**config.mk**
```make
export PLATFORM = sky130hd
export DESIGN_NAME = cpu_trace_monitor
export DESIGN_NICKNAME = d
export VERILOG_FILES = /design/src/rtl/cpu_trace_pkg.sv /design/src/rtl/trace_fifo.sv /design/src/rtl/cpu_trace_monitor.sv
export SDC_FILE = /design/constraint.sdc
export NUM_CORES = 2
export LEC_CHECK = 0
export ABC_AREA = 1
export BUFFER_PORTS_ARGS = -buffer_cell sky130_fd_sc_hd__buf_2
export CORE_MARGIN = 2
export CORE_UTILIZATION = 52
export DETAILED_ROUTE_END_ITERATION = 10
export PLACE_DENSITY = 0.75
export SLEW_MARGIN = 20
export SYNTH_ARGS = -nofsm -noshare
export SYNTH_HDL_FRONTEND = slang
export SYNTH_HIERARCHICAL = 1
export SYNTH_SLANG_ARGS = --single-unit
export TNS_END_PERCENT = 100
```
**constraint.sdc**
```tcl
create_clock -name clk -period 7.3 [get_ports clk]
set_input_delay 1.46 -clock clk [delete_from_list [all_inputs] [get_ports clk]]
set_output_delay 1.46 -clock clk [all_outputs]
set_load 0.005 [all_outputs]
```
**src/rtl/cpu_trace_pkg.sv**
```systemverilog
// Shared encodings for the processor trace monitor: record kinds, control states and record layout.
// A trace record is {trace_hdr_t, cycle stamp}; the stamp width follows the monitor's counter width.
package cpu_trace_pkg;

  typedef enum logic [1:0] {
    KIND_REG   = 2'd0,
    KIND_MEM   = 2'd1,
    KIND_REGHI = 2'd2
  } trace_kind_t;

  typedef enum logic {
    ST_RUN  = 1'b0,
    ST_DONE = 1'b1
  } ctrl_state_t;

  localparam logic [3:0] FETCH_DEFAULT = 4'd0;
  localparam int HDR_W = 2 + 4 + 32 + 32;

  typedef struct packed {
    trace_kind_t kind;
    logic [3:0]  idx;
    logic [31:0] data;
    logic [31:0] addr;
  } trace_hdr_t;

  function automatic int rec_width(input int cnt_w);
    return HDR_W + cnt_w;
  endfunction

endpackage

```
**src/rtl/trace_fifo.sv**
```systemverilog
// Generic DEPTH x W first-word-fall-through FIFO, head word visible with zero latency while not empty.
// A push into a full FIFO is refused unless a pop happens in the same cycle; reads of an empty FIFO return 0.
module trace_fifo #(
  parameter int DEPTH = 16,
  parameter int W     = 8
) (
  input  logic         clk,
  input  logic         rst_n,
  input  logic         push,
  input  logic [W-1:0] push_dat,
  input  logic         pop,
  output logic [W-1:0] pop_dat,
  output logic         full,
  output logic         empty
);
  localparam int AW = $clog2(DEPTH);
  localparam logic [AW:0] PTR_ONE = (AW + 1)'(1);

  logic [W-1:0] mem [DEPTH];
  logic [AW:0]  wr_ptr;
  logic [AW:0]  rd_ptr;
  logic         do_push;
  logic         do_pop;

  // Extra pointer bit distinguishes full from empty when the indices match.
  assign empty   = (wr_ptr == rd_ptr);
  assign full    = (wr_ptr[AW] != rd_ptr[AW]) && (wr_ptr[AW-1:0] == rd_ptr[AW-1:0]);
  assign do_pop  = pop && !empty;
  assign do_push = push && (!full || do_pop);
  assign pop_dat = empty ? '0 : mem[rd_ptr[AW-1:0]];

  always_ff @(posedge clk or negedge rst_n) begin
    if (!rst_n) begin
      wr_ptr <= '0;
      rd_ptr <= '0;
    end else begin
      if (do_push) wr_ptr <= wr_ptr + PTR_ONE;
      if (do_pop)  rd_ptr <= rd_ptr + PTR_ONE;
    end
  end

  always_ff @(posedge clk) begin
    if (do_push) mem[wr_ptr[AW-1:0]] <= push_dat;
  end

endmodule

```
**src/rtl/cpu_trace_monitor.sv**
```systemverilog
// Counts cycles/instructions, detects halt or timeout, and captures architectural writes into a trace FIFO.
// Capture in cycle N is visible on tr_* in N+1 (REGHI at N+2); records are held stable until tr_ready, dropped with overflow when full.
module cpu_trace_monitor
  import cpu_trace_pkg::*;
#(
  parameter int         DEPTH       = 16,
  parameter int         CNT_W       = 32,
  parameter int         MAX_CYCLES  = 10000,
  parameter int         HALT_REPEAT = 3,
  parameter logic [3:0] FETCH_STATE = FETCH_DEFAULT
) (
  input  logic             clk,
  input  logic             reset,
  input  logic [3:0]       state,
  input  logic [31:0]      PC,
  input  logic             RegWrite,
  input  logic [3:0]       Rd,
  input  logic [31:0]      Result,
  input  logic             IsLongMul,
  input  logic [3:0]       Ra,
  input  logic [31:0]      ALUResult2,
  input  logic             MemWrite,
  input  logic [31:0]      Adr,
  input  logic [31:0]      WriteData,
  output logic [CNT_W-1:0] cycle_cnt,
  output logic [CNT_W-1:0] instr_cnt,
  output logic             done,
  output logic             halted,
  output logic             timeout,
  output logic             overflow,
  output logic             tr_valid,
  input  logic             tr_ready,
  output logic [1:0]       tr_kind,
  output logic [3:0]       tr_idx,
  output logic [31:0]      tr_data,
  output logic [31:0]      tr_addr,
  output logic [CNT_W-1:0] tr_cycle
);
  localparam int REC_W = rec_width(CNT_W);
  localparam int REP_W = $clog2(HALT_REPEAT + 1);
  localparam logic [REP_W-1:0] REP_ONE    = REP_W'(1);
  localparam logic [REP_W-1:0] REP_MAX    = REP_W'(HALT_REPEAT);
  localparam logic [CNT_W-1:0] CNT_ONE    = CNT_W'(1);
  localparam logic [CNT_W-1:0] LAST_CYCLE = CNT_W'(MAX_CYCLES - 1);

  ctrl_state_t      st, st_nxt;
  logic             run, fetch, halt_hit, timeout_hit, finish, advance;
  logic [31:0]      last_pc;
  logic             seen_fetch;
  logic [REP_W-1:0] rep, rep_nxt;

  logic             cap_reg, cap_mem, cap_hi;
  trace_hdr_t       reg_hdr, mem_hdr, hi_hdr, head_hdr;
  logic [REC_W-1:0] pend_rec, pend_rec_nxt, push_rec, head_rec;
  logic             pend_vld, pend_vld_nxt, push, pop, drop;
  logic             fifo_full, fifo_empty;

  assign run   = (st == ST_RUN);
  assign fetch = run && (state == FETCH_STATE);

  always_comb begin
    rep_nxt = rep;
    if (fetch) rep_nxt = (seen_fetch && (PC == last_pc)) ? rep + REP_ONE : REP_ONE;
  end

  assign halt_hit    = fetch && (rep_nxt == REP_MAX);
  assign timeout_hit = run && (cycle_cnt == LAST_CYCLE);
  assign finish      = halt_hit || timeout_hit;
  // The terminating cycle itself is not counted, so the counters freeze at their final values.
  assign advance     = run && !finish;

  always_comb begin
    st_nxt = st;
    case (st)
      ST_RUN:  if (finish) st_nxt = ST_DONE;
      ST_DONE: st_nxt = ST_DONE;
      default: st_nxt = ST_RUN;
    endcase
  end

  always_ff @(posedge clk or negedge reset) begin
    if (!reset) st <= ST_RUN;
    else        st <= st_nxt;
  end

  assign done = (st == ST_DONE);

  assign cap_reg = run && RegWrite;
  assign cap_mem = run && MemWrite;
  assign cap_hi  = cap_reg && IsLongMul;
  assign reg_hdr = '{kind: KIND_REG,   idx: Rd,   data: Result,     addr: 32'd0};
  assign mem_hdr = '{kind: KIND_MEM,   idx: 4'd0, data: WriteData,  addr: Adr};
  assign hi_hdr  = '{kind: KIND_REGHI, idx: Ra,   data: ALUResult2, addr: 32'd0};

  // One push per cycle: a waiting pending record always goes first and blocks any new event.
  always_comb begin
    push         = 1'b0;
    push_rec     = '0;
    drop         = 1'b0;
    pend_vld_nxt = pend_vld;
    pend_rec_nxt = pend_rec;
    if (pend_vld) begin
      push         = 1'b1;
      push_rec     = pend_rec;
      pend_vld_nxt = 1'b0;
      drop         = cap_reg || cap_mem;
    end else if (cap_reg) begin
      push     = 1'b1;
      push_rec = {reg_hdr, cycle_cnt};
      if (cap_mem) begin
        pend_vld_nxt = 1'b1;
        pend_rec_nxt = {mem_hdr, cycle_cnt};
        drop         = cap_hi;
      end else if (cap_hi) begin
        pend_vld_nxt = 1'b1;
        pend_rec_nxt = {hi_hdr, cycle_cnt};
      end
    end else if (cap_mem) begin
      push     = 1'b1;
      push_rec = {mem_hdr, cycle_cnt};
    end
  end

  always_ff @(posedge clk or negedge reset) begin
    if (!reset) begin
      cycle_cnt  <= '0;
      instr_cnt  <= '0;
      halted     <= 1'b0;
      timeout    <= 1'b0;
      overflow   <= 1'b0;
      last_pc    <= '0;
      seen_fetch <= 1'b0;
      rep        <= '0;
      pend_vld   <= 1'b0;
      pend_rec   <= '0;
    end else begin
      if (advance) cycle_cnt <= cycle_cnt + CNT_ONE;
      if (advance && fetch && seen_fetch) instr_cnt <= instr_cnt + CNT_ONE;
      if (fetch) begin
        last_pc    <= PC;
        seen_fetch <= 1'b1;
        rep        <= rep_nxt;
      end
      if (halt_hit)    halted  <= 1'b1;
      if (timeout_hit) timeout <= 1'b1;
      if (drop || (push && fifo_full && !pop)) overflow <= 1'b1;
      pend_vld <= pend_vld_nxt;
      pend_rec <= pend_rec_nxt;
    end
  end

  assign tr_valid = !fifo_empty;
  assign pop      = tr_valid && tr_ready;

  trace_fifo #(
    .DEPTH (DEPTH),
    .W     (REC_W)
  ) u_fifo (
    .clk      (clk),
    .rst_n    (reset),
    .push     (push),
    .push_dat (push_rec),
    .pop      (pop),
    .pop_dat  (head_rec),
    .full     (fifo_full),
    .empty    (fifo_empty)
  );

  assign {head_hdr, tr_cycle} = head_rec;
  assign tr_kind = head_hdr.kind;
  assign tr_idx  = head_hdr.idx;
  assign tr_data = head_hdr.data;
  assign tr_addr = head_hdr.addr;

endmodule

```
======== Yosys cells after proc, flatten, opt, wreduce, memory -nomap -nowiden ========
Memories as Yosys holds them, arrays and structs flattened.
Index checks and enable logic that the tools add are counted.
word-level totals
  logic and storage cells ................. 76
  input port bits ......................... 178
  memories kept ........................... 1
  register bits ........................... 216
  memory bits (writable) .................. 1632
memories
  name        depth  bits a word  read ports  clocked after Yosys merged registers in  wr ports  RTL line          source
  u_fifo.mem  16     102          1           0                                        1         trace_fifo.sv:19  logic [W-1:0] mem [DEPTH];
cells by class
  muxes and demuxes ....................... 22
  reduce and logical (&&, ||, !) cells .... 27
  add/subtract/negate cells ............... 5
  bitwise gates (word level) .............. 2
  equality and inequality tests ........... 6
operators by type and width
  kind                                              count
  2-to-1 mux 102 bit                                4
  2-to-1 mux 101 bit                                2
  adder 32 x 1 -> 32 bit (second input constant)    2
  == test 32 x 14 -> 1 bit (second input constant)  1
  == test 32 bit                                    1
  logical AND 1 bit                                 16
  2-to-1 mux 1 bit                                  13
  adder 5 x 1 -> 5 bit (second input constant)      2
  == test 5 bit                                     1
  == test 4 bit                                     1
  zero test 1 bit                                   4
  zero test 4 bit                                   1
  logical OR 1 bit                                  4
  2-to-1 mux 2 bit                                  2
  AND reduction 3 bit                               1
  adder 2 x 1 -> 2 bit (second input constant)      1
  == test 2 bit (second input constant)             1
  NOT 1 bit                                         2
  one-hot mux 1 bit (2 select lines)                1
  nonzero test 2 bit                                1
  != test 1 bit                                     1

======== Logic depth before layout (Yosys ltp) ========
  word-level depth ........................ 11
  depth in mapped cells ................... 17
  mapped depth without buffers ............ 14

======== By module ========
The synthesis kept the hierarchy.
by module, submodules not included
  module             instances  cells each  area an instance (µm²)
  trace_fifo         1          6894        70617.7
  cpu_trace_monitor  1          1604        11743.8

======== Worst setup path before layout ========
No wires, ideal clock.
  path kind ............................... in2reg
  start point ............................. input port MemWrite
  end point ............................... memory u_fifo/mem[0][0] (netlist name) (enable)
  slack ................................... 0.239 ns
  library setup time ...................... 0.563 ns
  data required time ...................... 6.737 ns
  arrival time ............................ 6.498 ns
  stages .................................. 7
  cell sequence ........................... inv_1 -> nor2_1 -> nor2_1 -> nand2_1 -> nand2_1 -> buf_2 -> nor2_1
on the way
  longest elaborated chain between the ends .. 7
RTL lines
  what                                    RTL line                  source
  start: declaration                      cpu_trace_monitor.sv:22   input logic MemWrite,
  logical AND 1 bit                       cpu_trace_monitor.sv:89   assign cap_mem = run && MemWrite;
  2-to-1 mux 1 bit                        cpu_trace_monitor.sv:118  end else if (cap_mem) begin
  2-to-1 mux 1 bit                        cpu_trace_monitor.sv:107  end else if (cap_reg) begin
  2-to-1 mux 1 bit                        cpu_trace_monitor.sv:102  if (pend_vld) begin
  named net push                          cpu_trace_monitor.sv:55   logic pend_vld, pend_vld_nxt, push, pop, drop;
  logical AND 1 bit                       trace_fifo.sv:29          assign do_push = push && (!full || do_pop);
  2-to-1 mux 1 bit                        trace_fifo.sv:43          if (do_push) mem[wr_ptr[AW-1:0]] <= push_dat;
  2-to-1 mux 1 bit (not written as such)  trace_fifo.sv:43
  end: declaration                        trace_fifo.sv:19
The timed path passes the listed nets, and every way through them passes these cells.

======== Final worst setup path ========
  start point ............................. register u_fifo.rd_ptr[1]
  end point ............................... output port tr_cycle[17]
on the way
  longest elaborated chain between the ends .. 2
  elaborated cells between the ends (all ways) .. 3
  classes of those cells .................. eq/ne (1); mux (1); memory (1)
RTL lines
  what                                                         RTL line                 source
  start: declaration                                           trace_fifo.sv:21         logic [AW:0] rd_ptr;
  start signal: assignment                                     trace_fifo.sv:38         if (do_pop) rd_ptr <= rd_ptr + PTR_ONE;
  memory read (16 x 102 bit) or == test 5 bit (tied branches)  --
  2-to-1 mux 102 bit *                                         trace_fifo.sv:30         assign pop_dat = empty ? '0 : mem[rd_ptr[AW-1:0]];
  end: declaration                                             cpu_trace_monitor.sv:37  output logic [CNT_W-1:0] tr_cycle
Every way passes the cells marked *; elsewhere a longest branch is shown, timed or not.

==> impl_summary.txt <==
----------------------------------------------------
[Yosys]
  Net count of the mapped netlist ... between 8000 and 9000
  Flops & latches, synth ... around 1800
  Leading area contributor after synthesis ... edfxtp_1
  Proportion of synthesized chip area in sequential cells ... 0.6607
  Number of instances in the synthesized netlist ... 8498
  Proportion of netlist area held by the largest area contributor ... 0.5950
  Post-synthesis cell type count ... 39
  Syn_area_per_cell ... around 9.7 um2
  Most area-consuming cells after synthesis ... edfxtp_1 60%, nand2_1 15%, dfrtp_1 6.6%
  Area of the mapped netlist ... between 80000 and 90000 um2
  Count of yosys warnings during synthesis ... 6

[Power and ir drop]
  Internal power consumption ... between 15 and 20 mW
  Part of the total power dissipated in the clock network ... 0.449
  Max VDD drop ... 0.0002385 V
  Static power due to leakage ... just over 40 nW
  Total power divided by cell area ... about 230 nW/um2
  Sequential share of power ... 0.545
  Logic pwr share ... 0.006
  Fraction of power spent switching nets ... 0.1984
  Switching power ... between 4 and 5 mW

[Timing]
  Endpoints failing setup ... 0
  Minimum period implied by the final worst setup slack ... ~6800 ps
  Final worst setup slack ... roughly 530 ps
  Post-route setup TNS ... 0 ps
  Slew at the pin with the worst max-slew slack ... 1289 ps
  Post-Route Skew ... about 47 ps
  Final Hold Vio Count ... 0
  Part of the cycle the worst path needs ... 0.9271
  RSZ-0062 raised after global routing ... no
  Normalized max-slew margin ... 0.1403
  Final slew viol count ... 0
  F_max ... ~150 MHz

[Floorplanning]
  Floorplan core area ... between 150000 and 200000 um2
  Vertical extent of the die ... approximately 400 um
  Chip width ... between 400 and 500 um
  Top-level I/O count ... about 350
  Effective utilization at floorplan ... 0.5218
  Std cell rows ... ~150
  Die outline area ... ~160000 um2

[Setup path]
  Most frequent cell on the critical path ... nand2_1
  Critical setup path kind ... reg2out
  Endpoint arrival time on the critical path ... 5310 ps
  Kind of start point of the critical path ... flip-flop
  Kind of cell adding the most delay to the critical path ... buffers and inverters
  Cell-by-cell trace of the critical path ... inv_8 > buf_4 > buf_4 > nand3_1 > nand2_1 > nand2_1 > nand2_1 > inv_1 > a21oi_1 > buf_2
  Category of the worst setup path capture point ... output port
  Critical path data required time ... ~5800 ps
  Max Fanout on Critical Path ... 88
  Max incr delay on CP ... 960 ps
  Register-to-register setup slack ... about 2100 ps
  CP Buf/Inv Count ... 5
  Slowest cell on the critical path ... buf_4

[Placed design]
  Post-detail-place hpwl ... ~120000 um
  Worst slack at placement ... between 1000 and 1500 ps
  Final Wtd Congestion ... 0.8916
  Port-buffer cells ... about 350

[Drt]
  Antenna-violating nets left ... 0
  DRT Pass-1 Iters ... 6
  Wirelength, routed ... between 200000 and 250000 um
  Post-DR vias/cell ... between 5 and 6
  Via count of the routed design ... ~60000
  WL per Instance ... about 20 um
  Number of DRC markers after the initial detailed-route iteration ... 7066
  DRC ... 0

[Min path]
  Worst hold path type ... reg2reg

[Clock network]
  Clock edge transition at the registers on the reported setup and hold paths ... approximately 60 ps
  Number of buffers inserted for hold repair after clock tree synthesis ... 0
  Maximum buffer depth of the clock tree ... 3
  H-tree levels ... 4
  Clk sinks ... approximately 1800
  Clock Latency Late Sink ... between 800 and 900 ps
  Inserted Clock Buffers ... between 150 and 200
  Post-CTS setup buffer count ... 0
  TritonCTS clock tree ... built
  CTS Root Cell ... clkbuf_16
  Number of gates given a new drive strength after cts ... 0

[GRT]
  Overall global routing resource usage ... 0.2716
  Total congestion overflow ... 0
  Antenna violations before repair ... 16
  Number of global-route vias before repair ... about 58000
  Global-route wire length before repair ... between 300000 and 400000 um
  Maximum number of pins on one net before global-route repair ... between 200 and 250

[Job]
  Count of max-cap constraint violations ... 0

[Layout]
  Area growth syn-to-layout ... 12.03%
  Multi-input gate area ... between 20000 and 25000 um2
  Number of nets in the finished design ... between 8000 and 9000
  FF+latch area ... ~54000 um2
  Layout filler cell count ... about 13000
  Fraction of layout cells with a size suffix above 1 ... 0.09325
  Final core utilization ... 0.5846

[Status]
  Outcome ... complete, no violations

----------------------------------------------------
[synthesized netlist by cell type (all sizes together)]
| master | count |
|---|---|
| nand2 | 3379 |
| edfxtp | 1632 |
| inv | 1348 |
| nand3 | 872 |
| buf | 322 |
| dfrtp | 216 |
| clkbuf | 113 |
| a21oi | 104 |
| o21ai | 98 |
| nor2 | 93 |
| o22ai | 68 |
| nand4 | 56 |
| xor2 | 49 |
| o211ai | 33 |
| nor3 | 32 |
| o221ai | 32 |
| xnor2 | 25 |
| nor4 | 11 |
| ha | 7 |
| or2 | 3 |
| nand3b | 2 |
| a31oi | 1 |
| and3b | 1 |
| clkinv | 1 |
[cell type report]
| class | count | share of cell area |
|---|---|---|
| diodes | 4 | 0.0001085 |
| clock buffers | 245 | 0.05468 |
| clock inverters | 99 | 0.009858 |
| inverters | 1349 | 0.05531 |
| multi-input cells | 4866 | 0.2285 |
| flip-flops and latches | 1848 | 0.5899 |
| well taps | 2072 | 0.02810 |
| repair buffers | 505 | 0.03360 |
[registers in the layout, summed over array words and instances (netlist names)]
signal / cells
u_fifo/mem: 1632
pend_rec: 102
cycle_cnt: 32
instr_cnt: 32
last_pc: 32
u_fifo/rd_ptr: 5
u_fifo/wr_ptr: 5
rep: 2
done: 1
halted: 1
overflow: 1
pend_vld: 1
seen_fetch: 1
timeout: 1
[cell families (layout without fill, tap and decap cells)]
family | Yosys count | in the layout | share of synthesized area
XOR/XNOR | 74 | 74 | 0.007869
flip-flops | 1848 | 1848 | 0.6607
buffers and inverters | 1784 | 2198 | 0.08674
adder cells (fa/ha/maj) | 7 | 7 | 0.001063
AO/OA/AOI/OAI | 336 | 336 | 0.02397
AND/OR/NAND/NOR | 4449 | 4449 | 0.2197
other | 0 | 4 | 0
[worst min-delay path, cell delays in order (launching register included)]
cell,delay [ps]
dfrtp_1,330
inv_2,50
nand2_1,50
[placed cells by master, fill, tap and decap left out, types with 49 or more instances in the layout]
cell type     n
a21oi_1     104
inv_1      1338
buf_4       133
clkbuf_1     50
clkbuf_16   193
o22ai_1      51
nand2_1    3376
buf_2       348
nand4_1      54
nor2_1       69
nand3_1     869
xor2_1       49
o21ai_0      91
dfrtp_1     212
edfxtp_1   1632
[metal layers]
| layer | routed length [um] | global-route usage | vias to the layer above |
|---|---|---|---|
| li1 | - | - | 27700 |
| met1 | 87550 | 0.3620 | 28270 |
| met2 | 103700 | 0.4374 | 3209 |
| met3 | 23520 | 0.05699 | 545 |
| met4 | 8446 | 0.1077 | 14 |
| met5 | 92 | 0 | - |
[through the flow]
step | power (mW) | cell area, um2 | instances | hold WS (ps)
3_5_place_dp | 11.70 | 86100 | 10630 | 450.1
4_1_cts | 20.92 | 92050 | 10970 | 468.0
6_report | 20.83 | 92270 | 10990 | 466.5
5_1_grt | 21.34 | 92260 | 10990 | 484.0
2_1_floorplan | 11.60 | 82360 | 8498 | 441.7
3_3_place_gp | 11.70 | 86020 | 10620 | 443.7
[path summary, 6_finish.rpt]
kind | start | endpoint | cells after the start
setup reg to reg | u_fifo/rd_ptr[0]$_DFFE_PN0P_ | u_fifo/mem[0][8]$_DFFE_PP_ | 14
min in group asynchronous | reset | instr_cnt[31]$_DFFE_PN0P_ | 1
max in group asynchronous | reset | pend_vld$_DFF_PN0_ | 2
hold / removal | seen_fetch$_DFFE_PN0P_ | seen_fetch$_DFFE_PN0P_ | 2
setup / recovery | u_fifo/rd_ptr[1]$_DFFE_PN0P_ | tr_cycle[17] | 10
hold reg to reg | seen_fetch$_DFFE_PN0P_ | seen_fetch$_DFFE_PN0P_ | 2
[power by group through the flow]
stage / clock network [mW] / logic, mW / registers (mW)
2_1_floorplan: 0 / 0.0306 / 11.6
3_3_place_gp: 0 / 0.125 / 11.6
3_5_place_dp: 0 / 0.128 / 11.6
4_1_cts: 9.44 / 0.129 / 11.4
5_1_grt: 9.85 / 0.145 / 11.3
6_report: 9.35 / 0.128 / 11.4
Note: power is estimated with default switching activity, not from simulation.
